===== config.mk =====
export PLATFORM = sky130hd
export DESIGN_NAME = mvau_fold_ctrl
export DESIGN_NICKNAME = d
export VERILOG_FILES = /design/src/rtl/mvau_fold_ctrl.sv
export SDC_FILE = /design/constraint.sdc
export NUM_CORES = 1
export LEC_CHECK = 0
export CORE_MARGIN = 8
export CORE_UTILIZATION = 48
export CTS_CLUSTER_SIZE = 25
export DETAILED_ROUTE_END_ITERATION = 12
export GPL_TIMING_DRIVEN = 0
export PLACE_DENSITY = 0.86
export RECOVER_POWER = 50
export SLEW_MARGIN = 20
export SYNTH_ARGS = -nofsm -noshare
export SYNTH_HDL_FRONTEND = slang
export SYNTH_SLANG_ARGS = --single-unit
export TNS_END_PERCENT = 30

===== constraint.sdc =====
create_clock -name aclk -period 2.3 [get_ports aclk]
set_input_delay 0.23 -clock aclk [delete_from_list [all_inputs] [get_ports aclk]]
set_output_delay 0.23 -clock aclk [all_outputs]
set_load 0.005 [all_outputs]

===== src/rtl/mvau_fold_ctrl.sv =====
// mvau_fold_ctrl: issue sequencer in front of the MVAU PE/SIMD datapath.
//   Captures one input vector from the AXI-Stream slave (SF beats of SIMD
//   elements) while issuing it for neuron fold 0, then replays the buffered
//   vector for neuron folds 1..NF-1. Drives the weight-word address and the
//   accumulator clear/last strobes for every issued beat.
//
// Optional feature macro: MVAU_CTRL_PERF_EN
//   defined   : perf_busy_cnt / perf_stall_cnt are live 32-bit wrapping counters
//   undefined : both perf ports are tied to zero and no counter flops exist
//
// Ports
//   aclk, aresetn     clock (rising edge), asynchronous active-low reset
//   s0_axis_tvalid    input beat valid
//   s0_axis_tready    input beat ready (combinational: FILL state and no hold)
//   s0_axis_tdata     input beat, SIMD*TSrcI bits
//   dp_hold           output stage full; freezes issue
//   dp_in_v           datapath operand valid, one cycle per issued beat
//   dp_in_data        datapath operand
//   wmem_addr         weight word address, nf*SF + sf
//   acc_clr           first synapse fold of the current neuron fold
//   acc_last          last synapse fold of the current neuron fold
//   vec_done          pulse with the final beat of the final neuron fold
//   perf_busy_cnt     issue-cycle counter
//   perf_stall_cnt    hold-with-pending-work cycle counter
module mvau_fold_ctrl #(
  parameter int unsigned SIMD    = 2,
  parameter int unsigned PE      = 2,
  parameter int unsigned MatrixW = 8,
  parameter int unsigned MatrixH = 4,
  parameter int unsigned TSrcI   = 4,
  localparam int unsigned SF     = MatrixW / SIMD,
  localparam int unsigned NF     = MatrixH / PE,
  localparam int unsigned DW     = SIMD * TSrcI,
  localparam int unsigned WA_W   = (SF * NF > 1) ? $clog2(SF * NF) : 1
) (
  input  logic            aclk,
  input  logic            aresetn,
  input  logic            s0_axis_tvalid,
  output logic            s0_axis_tready,
  input  logic [DW-1:0]   s0_axis_tdata,
  input  logic            dp_hold,
  output logic            dp_in_v,
  output logic [DW-1:0]   dp_in_data,
  output logic [WA_W-1:0] wmem_addr,
  output logic            acc_clr,
  output logic            acc_last,
  output logic            vec_done,
  output logic [31:0]     perf_busy_cnt,
  output logic [31:0]     perf_stall_cnt
);

  localparam int unsigned SF_W = (SF > 1) ? $clog2(SF) : 1;
  localparam int unsigned NF_W = (NF > 1) ? $clog2(NF) : 1;

  typedef enum logic {
    S_FILL   = 1'b0,
    S_REPLAY = 1'b1
  } state_t;

  state_t            state_q, state_d;
  logic [SF_W-1:0]   sf_q, sf_d;
  logic [NF_W-1:0]   nf_q, nf_d;

  // One input vector; written only while filling, so it needs no reset.
  logic [DW-1:0]     vec_buf [SF];

  logic              issue_c;
  logic              sf_last_c;
  logic              nf_last_c;

  logic              dp_in_v_d;
  logic [DW-1:0]     dp_in_data_d;
  logic [WA_W-1:0]   wmem_addr_d;
  logic              acc_clr_d;
  logic              acc_last_d;
  logic              vec_done_d;

  // Ready depends only on state and hold, never on tvalid.
  assign s0_axis_tready = (state_q == S_FILL) && !dp_hold;

  assign sf_last_c = (sf_q == SF_W'(SF - 1));
  assign nf_last_c = (nf_q == NF_W'(NF - 1));

  // Next-state, fold counters and next values of the registered outputs.
  always_comb begin
    state_d      = state_q;
    sf_d         = sf_q;
    nf_d         = nf_q;
    issue_c      = 1'b0;
    dp_in_v_d    = 1'b0;
    dp_in_data_d = dp_in_data;
    wmem_addr_d  = wmem_addr;
    acc_clr_d    = 1'b0;
    acc_last_d   = 1'b0;
    vec_done_d   = 1'b0;

    case (state_q)
      S_FILL:   issue_c = s0_axis_tvalid && !dp_hold;
      S_REPLAY: issue_c = !dp_hold;
      default:  issue_c = 1'b0;
    endcase

    if (issue_c) begin
      dp_in_v_d    = 1'b1;
      dp_in_data_d = (state_q == S_FILL) ? s0_axis_tdata : vec_buf[sf_q];
      wmem_addr_d  = WA_W'(nf_q) * WA_W'(SF) + WA_W'(sf_q);
      acc_clr_d    = (sf_q == '0);
      acc_last_d   = sf_last_c;

      if (sf_last_c) begin
        sf_d = '0;
        if (nf_last_c) begin
          nf_d       = '0;
          state_d    = S_FILL;
          vec_done_d = 1'b1;
        end else begin
          nf_d    = nf_q + NF_W'(1);
          state_d = S_REPLAY;
        end
      end else begin
        sf_d = sf_q + SF_W'(1);
      end
    end
  end

  // State, counters and output registers.
  always_ff @(posedge aclk or negedge aresetn) begin
    if (!aresetn) begin
      state_q    <= S_FILL;
      sf_q       <= '0;
      nf_q       <= '0;
      dp_in_v    <= 1'b0;
      dp_in_data <= '0;
      wmem_addr  <= '0;
      acc_clr    <= 1'b0;
      acc_last   <= 1'b0;
      vec_done   <= 1'b0;
    end else begin
      state_q    <= state_d;
      sf_q       <= sf_d;
      nf_q       <= nf_d;
      dp_in_v    <= dp_in_v_d;
      dp_in_data <= dp_in_data_d;
      wmem_addr  <= wmem_addr_d;
      acc_clr    <= acc_clr_d;
      acc_last   <= acc_last_d;
      vec_done   <= vec_done_d;
    end
  end

  // Capture each accepted beat for the replay folds.
  always_ff @(posedge aclk) begin
    if (issue_c && (state_q == S_FILL)) begin
      vec_buf[sf_q] <= s0_axis_tdata;
    end
  end

`ifdef MVAU_CTRL_PERF_EN
  logic [31:0] busy_q;
  logic [31:0] stall_q;

  // Stall counts only when work is actually waiting behind the hold.
  always_ff @(posedge aclk or negedge aresetn) begin
    if (!aresetn) begin
      busy_q  <= '0;
      stall_q <= '0;
    end else begin
      if (issue_c) begin
        busy_q <= busy_q + 32'd1;
      end
      if (dp_hold && ((state_q == S_REPLAY) || s0_axis_tvalid)) begin
        stall_q <= stall_q + 32'd1;
      end
    end
  end

  assign perf_busy_cnt  = busy_q;
  assign perf_stall_cnt = stall_q;
`else
  assign perf_busy_cnt  = 32'd0;
  assign perf_stall_cnt = 32'd0;
`endif

endmodule

## Yosys cells after proc, flatten, opt, wreduce, memory -nomap -nowiden

Memories as Yosys holds them, arrays and structs flattened. A register that Yosys moved wholly into a read port is not among the register bits.
Index checks and enable logic that the tools add are counted.

- Add/subtract/negate cells: 3
- Multiply operators: 0
- Div/mod/pow operators: 0
- Magnitude comparators: 0
- Equality and inequality tests: 1
- Shift-type cells: 0
- Multiplexer cells: 12
- Bitwise gates (word level): 1
- Reductions and logical operators: 7

Operators by type and width:

| operator | count |
|---|---|
| 2-to-1 mux 1 bit | 10 |
| adder 3 x 2 -> 3 bit | 1 |
| logical AND 1 bit | 3 |
| adder 2 x 1 -> 2 bit (second input constant) | 1 |
| equality test 2 bit (second input constant) | 1 |
| zero test 1 bit | 2 |
| zero test 2 bit | 1 |
| 2-to-1 mux 2 bit | 1 |
| case mux 1 bit (2 select lines) | 1 |
| AND reduction 2 bit | 1 |
| adder 1 bit (second input constant) | 1 |
| NOT 1 bit | 1 |

- Register bits after elaboration: 11
- Bits in latches: 0
- Memory bits (writable): 32
- Memory bits (read-only): 0
- Bits of input ports: 12
- Memories: 1

Memories:

| memory | words | bits a word | rd ports | clocked after Yosys merged registers in | wr ports | line | text |
|---|---|---|---|---|---|---|---|
| vec_buf | 4 | 8 | 1 | 1 | 1 | 65 | `logic [DW-1:0] vec_buf [SF];` |

## Logic depth before layout (Yosys ltp)

Gate-level depths: netlist of the first run.

- Word-level depth: 6
- Mapped depth: 5
- Gate-level depth less buffers: 4

## Least setup slack after synthesis of the first run

Ideal clock, no wire load.

- Path kind: reg-to-reg
- From: register state_q
- To: memory vec_buf[3][0] in the netlist's numbering, enable pin
- Library setup time: 374 ps
- Data arrival time: 1,104 ps
- Data required time: 1,926 ps
- Path slack: 823 ps
- Stages on the path, launching flop included: 4
- Path buffers: 1
- Cell sequence: dfrtp_1 -> nand2b_1 -> buf_2 -> nor2_1

- Cells in the longest elaborated chain, start to end: 5

Ends and longest elaborated chain:

| what | line | text |
|---|---|---|
| from (decl) | 60 | `state_t state_q, state_d;` |
| from (signal assigned) | 139 | `state_q <= state_d;` |
| NOT 1 bit | 97, 153 |  |
| case mux 1 bit (2 select lines) | 97 | `case (state_q)` |
| logical AND 1 bit * | 153 | `if (issue_c && (state_q == S_FILL)) begin` |
| 2-to-1 mux 1 bit * | 153 |  |
| 2-to-1 mux 1 bit (implied by the code) * | 154 | `vec_buf[sf_q] <= s0_axis_tdata;` |
| to (decl) | 65 |  |

Mark *: on every way between the ends. The rest lies on a longest branch, timed or not.

## Final worst setup path of the first run

- From: input port dp_hold
- To: output port s0_axis_tready

- Cells in the longest elaborated chain, start to end: 2

Ends and longest elaborated chain:

| what | line | text |
|---|---|---|
| from (decl) | 41 | `input logic dp_hold,` |
| zero test 1 bit | 79 | `assign s0_axis_tready = (state_q == S_FILL) && !dp_hold;` |
| logical AND 1 bit | 79 |  |
| to (decl) | 39 | `output logic s0_axis_tready,` |

No other way between the ends.

==> results of run 1 <==
-- metrics by stage --
step                      hold slack, ns  area [um^2]  std cells  setup WS (ns)  utilization, %
after floorplan                  -0.0656         2690        247          0.823               -
after CTS                          0.449         3180        352          0.303            63.5
final                              0.489         3170        352          0.219            63.3
after global routing               0.533         3170        352          0.179            63.3
after detailed placement           0.512         3040        344          0.226            60.7
after global placement             0.502         3040        344          0.271            60.7
-- cell usage after synthesis --
| cell | instances | area share (%) |
|---|---|---|
| o21ai_0 | 3 | 0.61 |
| dfrtp_1 | 18 | 18 |
| o32ai_1 | 8 | 2.9 |
| inv_1 | 4 | 0.61 |
| clkbuf_1 | 1 | 0.15 |
| mux2_2 | 2 | 0.92 |
| nand2b_1 | 3 | 0.77 |
| mux4_2 | 8 | 7.4 |
| buf_2 | 3 | 0.61 |
| buf_6 | 1 | 0.46 |
| nand2_1 | 2 | 0.31 |
| buf_4 | 66 | 20 |
| ha_1 | 4 | 2.0 |
| edfxtp_1 | 32 | 39 |
| o21ba_2 | 1 | 0.41 |
| and2_1 | 5 | 1.3 |
| a21o_1 | 1 | 0.31 |
| nand3_1 | 1 | 0.20 |
| nor2_1 | 20 | 3.1 |
| conb_1 | 1 | 0.15 |
-- worst max-delay path by stage --
stage,startpoint,endpoint,slack [ns],cells past startpoint
after floorplan,state_q,vec_buf[3][0],0.82,3
after global placement,s0_axis_tvalid,vec_buf[3][3],0.27,4
after detailed placement,s0_axis_tvalid,vec_buf[3][2],0.23,4
after CTS,dp_hold,s0_axis_tready,0.30,4
after global routing,dp_hold,s0_axis_tready,0.18,4
final,dp_hold,s0_axis_tready,0.22,4
-- flip-flops by register name, indices dropped and copies added (netlist names) --
| name | cells |
|---|---|
| dp_in_data | 8 |
| acc_clr | 1 |
| state_q | 1 |
| wmem_addr | 3 |
| acc_last | 1 |
| vec_buf | 32 |
| dp_in_v | 1 |
| sf_q | 2 |
| vec_done | 1 |
-- report_power, final --
group | switching [uW] | internal [uW] | total, uW
combinational | 410 | 516 | 926
clock | 284 | 435 | 719
sequential | 99.0 | 1140 | 1240
-- cell type report --
class                           instances  area share, %
Timing Repair Buffer                   27           8.52
Sequential cell                        50           44.5
Inverter                                4          0.473
Tap cell                               70           2.76
Buffer                                 71           16.3
Clock inverter                          3           2.17
Clock buffer                            5           2.17
Multi-Input combinational cell        122           23.1
-- kinds of logic after synthesis --
logic type	share of synthesized area [%]
AOI/OAI and AO/OA	4.19
buffers and inverters	22.1
and+or+nand+nor	5.62
adders and majority gates	2.04
muxes	8.28
other	0.153
DFF	57.6
-- placed cells by master, fill, tap and decap left out --
cell and n:
bufinv_16 2, clkbuf_1 4, o21ai_0 3, ha_1 4, nand2_1 2, dfrtp_1 18
buf_4 64, nor2_1 20, and2_1 3, mux4_2 8, clkbuf_8 5, edfxtp_1 32
dlygate4sd3_1 10, buf_2 2, clkinv_4 1, conb_1 64, and2_0 2, o21ba_2 1
nand2b_1 3, inv_1 4, clkdlybuf4s50_1 17, mux2_2 2, buf_6 1, nand3_1 1
o32ai_1 8, a21o_1 1
-- layer usage --
metal / wire length, um / global-route usage, % / part of all wire (%)
met1: 1680 / 12.9 / 34
met2: 2520 / 22.3 / 51
met3: 639 / 5.85 / 13
met4: 73 / 4.53 / 1.5
met5: 0 / 0 / 0
==> key figures, run 1 <==
Outcome
  – Outcome: finished clean

STA
  – Count of endpoints failing hold in the final timing report: 0
  – Post-route minimum period: 2.08 ns
  – Final slew viol count: 0
  – Final period utilization: 90.5%
  – RSZ-0062 raised after global routing: false
  – Final total negative setup slack: 0 ns
  – Maximum clock frequency: 0.480 GHz
  – Fin Clk Skew: 0.00881 ns
  – Final setup violation count: 0
  – Slew @ Worst Pin: 0.901 ns
  – Headroom to the max-slew limit: 39.8%

Setup path
  – CP Data Required Time: 2.07 ns
  – Minimum setup slack among reg-to-reg paths: 0.46 ns
  – Maximum fanout along the worst path: 10
  – Worst flop-to-flop path endpoint: vec_buf[3][7]
  – Combined buffer and inverter count along the critical path: 3
  – Cell with the largest stage delay on the worst path: dlygate4sd3_1
  – Worst stage delay on the critical path: 0.60 ns
  – Ordered cell list for the critical path: dlygate4sd3_1 -> clkbuf_1 -> nor2_1 -> clkdlybuf4s50_1
  – Type of element launching the critical path: primary input
  – WS Path Type: primary input to output port
  – Cell family with the largest share of critical-path delay: buffers and inverters
  – Number of cell instances on the worst register-to-register path: 3
  – Worst r2r src: state_q
  – Worst setup EP type: output port
  – Data arrival time of the critical path: 1.85 ns

Routing
  – DRT Wirelength: 4.92 mm
  – Via total after detailed routing: 1,478
  – Number of violations reported at the end of detailed-routing iteration 0: 65
  – Remaining antenna violation count after routing: 0
  – DRC violations left: 0
  – Number of detailed-route iterations in the first pass: 4
  – Via density per instance: 4.20
  – Post-detailed-route wirelength per cell: 14.0 um

Synthesis
  – Cell count after synthesis: 184
  – Average instance area after synthesis: 13.3 um^2
  – Synth Register Bits: 50
  – Seq/Total Area, Yosys: 57.6%
  – Count of unique library cells instantiated by Yosys: 20
  – Mapped cell area: 0.00245 mm^2
  – Yosys warning count: 0

Flow run
  – Number of maximum-capacitance constraint violations: 0

Place
  – Detailed placer's ending HPWL: 3.73 mm
  – Number of buffer cells added on primary ports: 27
  – Routability Congestion: 0.772

Cells and area
  – Area grow syn2layout: 29.5%
  – Area of the multi-input gates: 733 um^2
  – Storage element area: 0.00141 mm^2
  – Total Nets Final: 297
  – Share of final-layout standard cells stronger than drive strength 1: 30.5%
  – ANT cells: 0
  – Filler cell count in the final layout: 390

CTS
  – Count of clock tree sinks: 50
  – Clk Latency, worst-skew pair: 0.30 ns
  – CTS tree: yes
  – Post-CTS setup buffer count: 0
  – Post-CTS clock slew at the launch and capture registers of the worst setup and hold paths: 0.09 ns
  – Clock root buffer: clkbuf_8
  – Maximum buffer depth of the clock tree: 2
  – TritonCTS Buffers: 5
  – Number of gates resized after CTS: 0
  – Level count of the clock H-tree: 2
  – Post-CTS Hold Buffers: 0

GRT
  – Maximum number of pins on one net before global-route repair: 19
  – Wire length of the first global-routing pass: 7.42 mm
  – Antenna violations before repair: 0
  – Via count of the first global-routing pass: 1,471
  – Global routing usage summed across all routing layers: 12.7%
  – Remaining global-route overflow: 0

Die
  – Starting Density: 48.9%
  – Overall die area: 0.00764 mm^2
  – Core ar.: 0.00501 mm^2
  – Number of placement rows: 26
  – I/O pin cnt: 92
  – Die X-Extent: 87.4 um
  – Vert. Die Dim: 87.4 um

Pwr
  – Leakage power: 0.00144 uW
  – Power per Cell Area: 910 mW/mm^2
  – Final total power: 2880 uW
  – Peak supply drop: 725 uV

Hold path
  – Path class of the lowest-slack min-delay path: primary input to asynchronous set/reset pin
No activity file was read; power rests on OpenSTA's default activity.
==> run 2, diff against run 1 <==
--- a/config.mk
+++ b/config.mk
@@ -5,8 +5,9 @@
 export SDC_FILE = /design/constraint.sdc
 export NUM_CORES = 1
 export LEC_CHECK = 0
-export CORE_MARGIN = 8
+export CORE_MARGIN = 2
 export CORE_UTILIZATION = 48
+export CTS_BUF_LIST = sky130_fd_sc_hd__clkbuf_8 sky130_fd_sc_hd__clkbuf_16
 export CTS_CLUSTER_SIZE = 25
 export DETAILED_ROUTE_END_ITERATION = 12
 export GPL_TIMING_DRIVEN = 0
==> key figures, run 2 (same netlist as run 1, synthesis figures left out) <==
Setup path
  – Number of cell instances on the worst register-to-register path: 3 (unchanged)
  – Worst r2r src: state_q (unchanged)
  – CP Data Required Time: 2.07 ns (about the same)
  – Maximum fanout along the worst path: 10 (unchanged)
  – Ordered cell list for the critical path: dlygate4sd3_1 -> clkbuf_1 -> nor2_1 -> clkdlybuf4s50_1 (unchanged)
  – Worst stage delay on the critical path: 0.61 ns (was 0.60 ns)
  – Data arrival time of the critical path: 1.84 ns (was 1.85 ns)
  – Minimum setup slack among reg-to-reg paths: 0.53 ns (was 0.46 ns)
  – Type of element launching the critical path: primary input (unchanged)
  – WS Path Type: primary input to output port (unchanged)
  – Cell with the largest stage delay on the worst path: dlygate4sd3_1 (unchanged)
  – Worst setup EP type: output port (unchanged)
  – Worst flop-to-flop path endpoint: vec_buf[3][7] (unchanged)

CTS
  – Post-CTS setup buffer count: 0 (unchanged)
  – Clock root buffer: clkbuf_8 (unchanged)
  – Number of gates resized after CTS: 0 (unchanged)
  – Post-CTS Hold Buffers: 0 (unchanged)
  – CTS tree: yes (unchanged)
  – TritonCTS Buffers: 5 (unchanged)
  – Level count of the clock H-tree: 2 (unchanged)
  – Clk Latency, worst-skew pair: 0.30 ns (about the same)
  – Maximum buffer depth of the clock tree: 2 (unchanged)
  – Post-CTS clock slew at the launch and capture registers of the worst setup and hold paths: 0.09 ns (about the same)
  – Count of clock tree sinks: 50 (unchanged)

Flow run
  – Number of maximum-capacitance constraint violations: 0 (unchanged)

Die
  – Overall die area: 0.00569 mm^2 (was 0.00764 mm^2)
  – Starting Density: 50.8% (was 48.9%)
  – I/O pin cnt: 92 (unchanged)
  – Core ar.: 0.00482 mm^2 (was 0.00501 mm^2)
  – Vert. Die Dim: 75.4 um (was 87.4 um)
  – Number of placement rows: 25 (was 26)
  – Die X-Extent: 75.4 um (was 87.4 um)

Pwr
  – Peak supply drop: 743 uV (was 725 uV)
  – Leakage power: 0.00143 uW (was 0.00144 uW)
  – Power per Cell Area: 856 mW/mm^2 (was 910 mW/mm^2)

Cells and area
  – Total Nets Final: 297 (unchanged)
  – Highest-count cells in the layout ignoring fill and taps: buf_4, conb_1, edfxtp_1 (unchanged)
  – Area of the multi-input gates: 733 um^2 (unchanged)
  – Biggest registers after layout: vec_buf x32, dp_in_data x8, wmem_addr x3 (unchanged)
  – Area grow syn2layout: 27.5% (was 29.5%)
  – Register bank with the most flops: vec_buf (unchanged)
  – Flip-flop count of the largest register, all copies and words added: 32 (unchanged)
  – Filler cell count in the final layout: 384 (was 390)
  – Storage element area: 0.00141 mm^2 (unchanged)
  – Share of final-layout standard cells stronger than drive strength 1: 30.1% (was 30.5%)
  – ANT cells: 0 (unchanged)

GRT
  – Remaining global-route overflow: 0 (unchanged)
  – Wire length of the first global-routing pass: 6.24 mm (was 7.42 mm)
  – Antenna violations before repair: 0 (unchanged)
  – Maximum number of pins on one net before global-route repair: 19 (unchanged)
  – Via count of the first global-routing pass: 1,293 (was 1,471)
  – Global routing usage summed across all routing layers: 15.3% (was 12.7%)

STA
  – Count of endpoints failing hold in the final timing report: 0 (unchanged)
  – Final total negative setup slack: 0 ns (unchanged)
  – Final setup violation count: 0 (unchanged)
  – Slew @ Worst Pin: 0.858 ns (was 0.901 ns)
  – Final period utilization: 90.0% (was 90.5%)
  – Headroom to the max-slew limit: 42.6% (was 39.8%)
  – Fin Clk Skew: 0.00637 ns (was 0.00881 ns)
  – Final slew viol count: 0 (unchanged)
  – Final hold slack: 0.481 ns (was 0.489 ns)
  – Maximum clock frequency: 0.483 GHz (was 0.480 GHz)
  – RSZ-0062 raised after global routing: false (unchanged)
  – Post-route minimum period: 2.07 ns (was 2.08 ns)

Place
  – Detailed placer's ending HPWL: 3.12 mm (was 3.73 mm)
  – Routability Congestion: 0.754 (was 0.772)
  – Number of buffer cells added on primary ports: 27 (unchanged)

Routing
  – DRC violations left: 0 (unchanged)
  – Remaining antenna violation count after routing: 0 (unchanged)
  – Post-detailed-route wirelength per cell: 12.3 um (was 14.0 um)
  – Number of detailed-route iterations in the first pass: 4 (unchanged)
  – Via density per instance: 4.17 (was 4.20)
  – Number of violations reported at the end of detailed-routing iteration 0: 51 (was 65)
  – Via total after detailed routing: 1,455 (was 1,478)
  – DRT Wirelength: 4.31 mm (was 4.92 mm)

Outcome
  – Outcome: finished clean (unchanged)

Hold path
  – Path class of the lowest-slack min-delay path: primary input to asynchronous set/reset pin (unchanged)
==> run 2: cell count changes in the layout (fill, tap and decap cells not counted) <==
| cell | previous run | this run |
|---|---|---|
| bufinv_16 | 2 | 0 |
| and2_1 | 3 | 4 |
| clkbuf_8 | 5 | 6 |
| clkinv_4 | 1 | 0 |
| inv_1 | 4 | 5 |
| clkinv_2 | 0 | 1 |
| and2_0 | 2 | 1 |
==> run 2: layer usage <==
layer | up-vias | GRT usage [%] | share of wire (%)
met5 | - | 0 | 0
met4 | 0 | 4.68 | 0.81
met3 | 5 | 3.84 | 10
met2 | 84 | 27.4 | 53
met1 | 666 | 18.3 | 36
li1 | 700 | - | -
==> run 2: through the flow <==
stage	instances	utilization, %	worst slack, ns	power, uW	cell area, um^2
after floorplan	247	-	0.823	1790	2690
after global placement	341	63.1	0.312	2150	3040
after detailed placement	341	63.1	0.252	2190	3040
after CTS	349	65.0	0.317	2690	3130
after global routing	349	64.8	0.143	2820	3120
final	349	64.8	0.229	2670	3120
==> run 2: critical path, delay by kind of cell <==
kind	cells	cell delay [ns]
buffers and inverters	3	1.50
and+or+nand+nor	1	0.11
==> run 2: worst max-delay path by stage <==
| stage | start | end | slack [ns] | cells after the start |
|---|---|---|---|---|
| CTS | dp_hold | s0_axis_tready | 0.32 | 4 |
| floorplan | state_q | vec_buf[3][0] | 0.82 | 3 |
| finish | dp_hold | s0_axis_tready | 0.23 | 4 |
| global route | dp_hold | s0_axis_tready | 0.14 | 4 |
| global placement | dp_hold | s0_axis_tready | 0.31 | 4 |
| detailed placement | s0_axis_tvalid | vec_buf[3][7] | 0.25 | 4 |
==> run 2: cell type report <==
cell class | count | share of cell area [%]
Inverter | 4 | 0.481
Sequential cell | 50 | 45.2
Timing Repair Buffer | 27 | 8.66
Clock buffer | 6 | 2.65
Clock inverter | 2 | 0.281
Buffer | 71 | 16.6
Multi-Input combinational cell | 122 | 23.5
Tap cell | 67 | 2.69
==> run 2: report_power, final <==
part           switching, uW  internal, uW
registers               96.7          1140
logic                    407           518
clock network            270           238
==> run 3, diff against run 2 <==
--- a/config.mk
+++ b/config.mk
@@ -5,6 +5,7 @@
 export SDC_FILE = /design/constraint.sdc
 export NUM_CORES = 1
 export LEC_CHECK = 0
+export ABC_CLOCK_PERIOD_IN_PS = 2300
 export CORE_MARGIN = 2
 export CORE_UTILIZATION = 48
 export CTS_BUF_LIST = sky130_fd_sc_hd__clkbuf_8 sky130_fd_sc_hd__clkbuf_16
@@ -13,6 +14,8 @@
 export GPL_TIMING_DRIVEN = 0
 export PLACE_DENSITY = 0.86
 export RECOVER_POWER = 50
+export REMOVE_ABC_BUFFERS = 1
+export SKIP_CTS_REPAIR_TIMING = 1
 export SLEW_MARGIN = 20
 export SYNTH_ARGS = -nofsm -noshare
 export SYNTH_HDL_FRONTEND = slang
==> key figures, run 3 (same netlist as run 1, synthesis figures left out) <==
Setup path
  – Minimum setup slack among reg-to-reg paths: 0.39 ns (was 0.53 ns)
  – CP Data Required Time: 2.25 ns (was 2.07 ns)
  – Cell with the largest stage delay on the worst path: dfrtp_1 (was dlygate4sd3_1)
  – Worst stage delay on the critical path: 0.77 ns (was 0.61 ns)
  – Maximum fanout along the worst path: 12 (was 10)
  – Worst setup EP type: register (was output port)
  – Ordered cell list for the critical path: ha_1 -> nand2b_1 -> nor2_2 (was dlygate4sd3_1 -> clkbuf_1 -> nor2_1 -> clkdlybuf4s50_1)
  – Worst r2r src: sf_q[0] (was state_q)
  – Type of element launching the critical path: register (was primary input)
  – Number of cell instances on the worst register-to-register path: 3 (unchanged)
  – Data arrival time of the critical path: 1.86 ns (was 1.84 ns)
  – WS Path Type: register to register (was primary input to output port)
  – Worst flop-to-flop path endpoint: vec_buf[3][6] (was vec_buf[3][7])
  – Combined buffer and inverter count along the critical path: 0 (was 3)
  – Cell family with the largest share of critical-path delay: flip-flops (was buffers and inverters)

Die
  – Vert. Die Dim: 75.4 um (unchanged)
  – I/O pin cnt: 92 (unchanged)
  – Overall die area: 0.00569 mm^2 (unchanged)
  – Core ar.: 0.00482 mm^2 (unchanged)
  – Die X-Extent: 75.4 um (unchanged)
  – Number of placement rows: 25 (unchanged)
  – Starting Density: 50.8% (unchanged)

Routing
  – DRC violations left: 0 (unchanged)
  – DRT Wirelength: 3.76 mm (was 4.31 mm)
  – Via total after detailed routing: 1,208 (was 1,455)
  – Post-detailed-route wirelength per cell: 13.5 um (was 12.3 um)
  – Number of detailed-route iterations in the first pass: 4 (unchanged)
  – Via density per instance: 4.35 (was 4.17)
  – Remaining antenna violation count after routing: 0 (unchanged)
  – Number of violations reported at the end of detailed-routing iteration 0: 38 (was 51)

Cells and area
  – Biggest registers after layout: vec_buf x32, dp_in_data x8, wmem_addr x3 (unchanged)
  – Filler cell count in the final layout: 394 (was 384)
  – Total Nets Final: 226 (was 297)
  – Highest-count cells in the layout ignoring fill and taps: conb_1, edfxtp_1, nor2_1 (was buf_4, conb_1, edfxtp_1)
  – Area grow syn2layout: 6.29% (was 27.5%)
  – Share of final-layout standard cells stronger than drive strength 1: 8.53% (was 30.1%)
  – Flip-flop count of the largest register, all copies and words added: 32 (unchanged)
  – Register bank with the most flops: vec_buf (unchanged)
  – Most common library cell in the layout ignoring fill and taps: conb_1
  – ANT cells: 0 (unchanged)

GRT
  – Global routing usage summed across all routing layers: 14.2% (was 15.3%)
  – Wire length of the first global-routing pass: 5.68 mm (was 6.24 mm)
  – Antenna violations before repair: 0 (unchanged)
  – Remaining global-route overflow: 0 (unchanged)
  – Maximum number of pins on one net before global-route repair: 19 (unchanged)
  – Via count of the first global-routing pass: 1,064 (was 1,293)

STA
  – Final setup violation count: 0 (unchanged)
  – Final slew viol count: 0 (unchanged)
  – Headroom to the max-slew limit: 42.3% (was 42.6%)
  – Final hold slack: 0.480 ns (was 0.481 ns)
  – Post-route minimum period: 1.91 ns (was 2.07 ns)
  – Fin Clk Skew: 0.00748 ns (was 0.00637 ns)
  – RSZ-0062 raised after global routing: false (unchanged)
  – Slew @ Worst Pin: 0.863 ns (was 0.858 ns)
  – Maximum clock frequency: 0.523 GHz (was 0.483 GHz)
  – Final total negative setup slack: 0 ns (unchanged)
  – Final period utilization: 83.1% (was 90.0%)
  – Count of endpoints failing hold in the final timing report: 0 (unchanged)

Place
  – Detailed placer's ending HPWL: 2.62 mm (was 3.12 mm)
  – Routability Congestion: 0.760 (was 0.754)
  – Number of buffer cells added on primary ports: 27 (unchanged)

CTS
  – Clock root buffer: clkbuf_8 (unchanged)
  – CTS tree: yes (unchanged)
  – Level count of the clock H-tree: 2 (unchanged)
  – Clk Latency, worst-skew pair: 0.30 ns (about the same)
  – TritonCTS Buffers: 5 (unchanged)
  – Maximum buffer depth of the clock tree: 2 (unchanged)
  – Count of clock tree sinks: 50 (unchanged)
  – Post-CTS clock slew at the launch and capture registers of the worst setup and hold paths: 0.09 ns (about the same)

Pwr
  – Power per Cell Area: 952 mW/mm^2 (was 856 mW/mm^2)
  – Leakage power: 0.00107 uW (was 0.00143 uW)
  – Final total power: 2480 uW (was 2670 uW)
  – Peak supply drop: 510 uV (was 743 uV)

Flow run
  – Number of maximum-capacitance constraint violations: 0 (unchanged)

Hold path
  – Path class of the lowest-slack min-delay path: primary input to asynchronous set/reset pin (unchanged)

Outcome
  – Outcome: finished clean (unchanged)
-- run 3: cell types whose count changed in the layout (fill, tap and decap cells not counted) --
cell	before	now
buf_4	64	0
clkdlybuf4s50_1	17	11
dlygate4sd3_1	10	16
clkbuf_1	4	0
buf_2	2	0
and2_0	1	0
and2_1	4	5
buf_6	1	0
clkbuf_8	6	5
inv_6	0	1
nor2_1	20	19
nor2_2	0	1
o21ba_1	0	1
o21ba_2	1	0
-- run 3: area by class of cell --
| cell class | count | area, um^2 | area share [%] |
|---|---|---|---|
| Clock buffer | 5 | 68.8 | 2.64 |
| Multi-Input combinational cell | 122 | 736 | 28.3 |
| Clock inverter | 3 | 17.5 | 0.673 |
| Inverter | 4 | 15.0 | 0.577 |
| Sequential cell | 50 | 1410 | 54.2 |
| Timing Repair Buffer | 27 | 270 | 10.4 |
| Tap cell | 67 | 83.8 | 3.22 |
-- run 3: worst reg2reg max path, stage by stage (launching register included) --
cell and delay, ns:
dfrtp_1 0.77, ha_1 0.31, nand2b_1 0.10, nor2_2 0.38
-- run 3: worst max path at each step --
| stage | start | end | slack (ns) | cells past startpoint |
|---|---|---|---|---|
| after CTS | sf_q[0] | vec_buf[3][6] | 0.12 | 3 |
| after detailed placement | dp_hold | vec_buf[3][1] | 0.11 | 3 |
| after floorplan | sf_q[0] | vec_buf[3][0] | 0.56 | 3 |
| final | sf_q[0] | vec_buf[3][6] | 0.39 | 3 |
| after global placement | dp_hold | vec_buf[3][1] | 0.11 | 3 |
| after global routing | sf_q[0] | vec_buf[3][6] | 0.21 | 3 |
-- run 3: metrics by stage --
stage	util [%]	cells	setup WS (ns)	area (um^2)
floorplan	-	176	0.561	2160
global placement	52.2	270	0.114	2510
detailed placement	52.2	270	0.105	2510
CTS	54.0	278	0.118	2600
global route	54.0	278	0.207	2600
finish	54.0	278	0.389	2600
-- run 3: report_power, final --
group	switching (uW)	total, uW	internal, uW
Clock	277	489	212
Combinational	284	688	404
Sequential	162	1300	1140
-- run 3: metal layers --
layer | routed length, um | vias to the layer above | GRT usage, % | share of wire (%)
met1 | 1510 | 575 | 17.5 | 40
met3 | 304 | 6 | 4.23 | 8.1
met4 | 55 | 0 | 5.26 | 1.5
li1 | - | 559 | - | -
met2 | 1890 | 68 | 23.8 | 50
met5 | 0 | - | 0 | 0
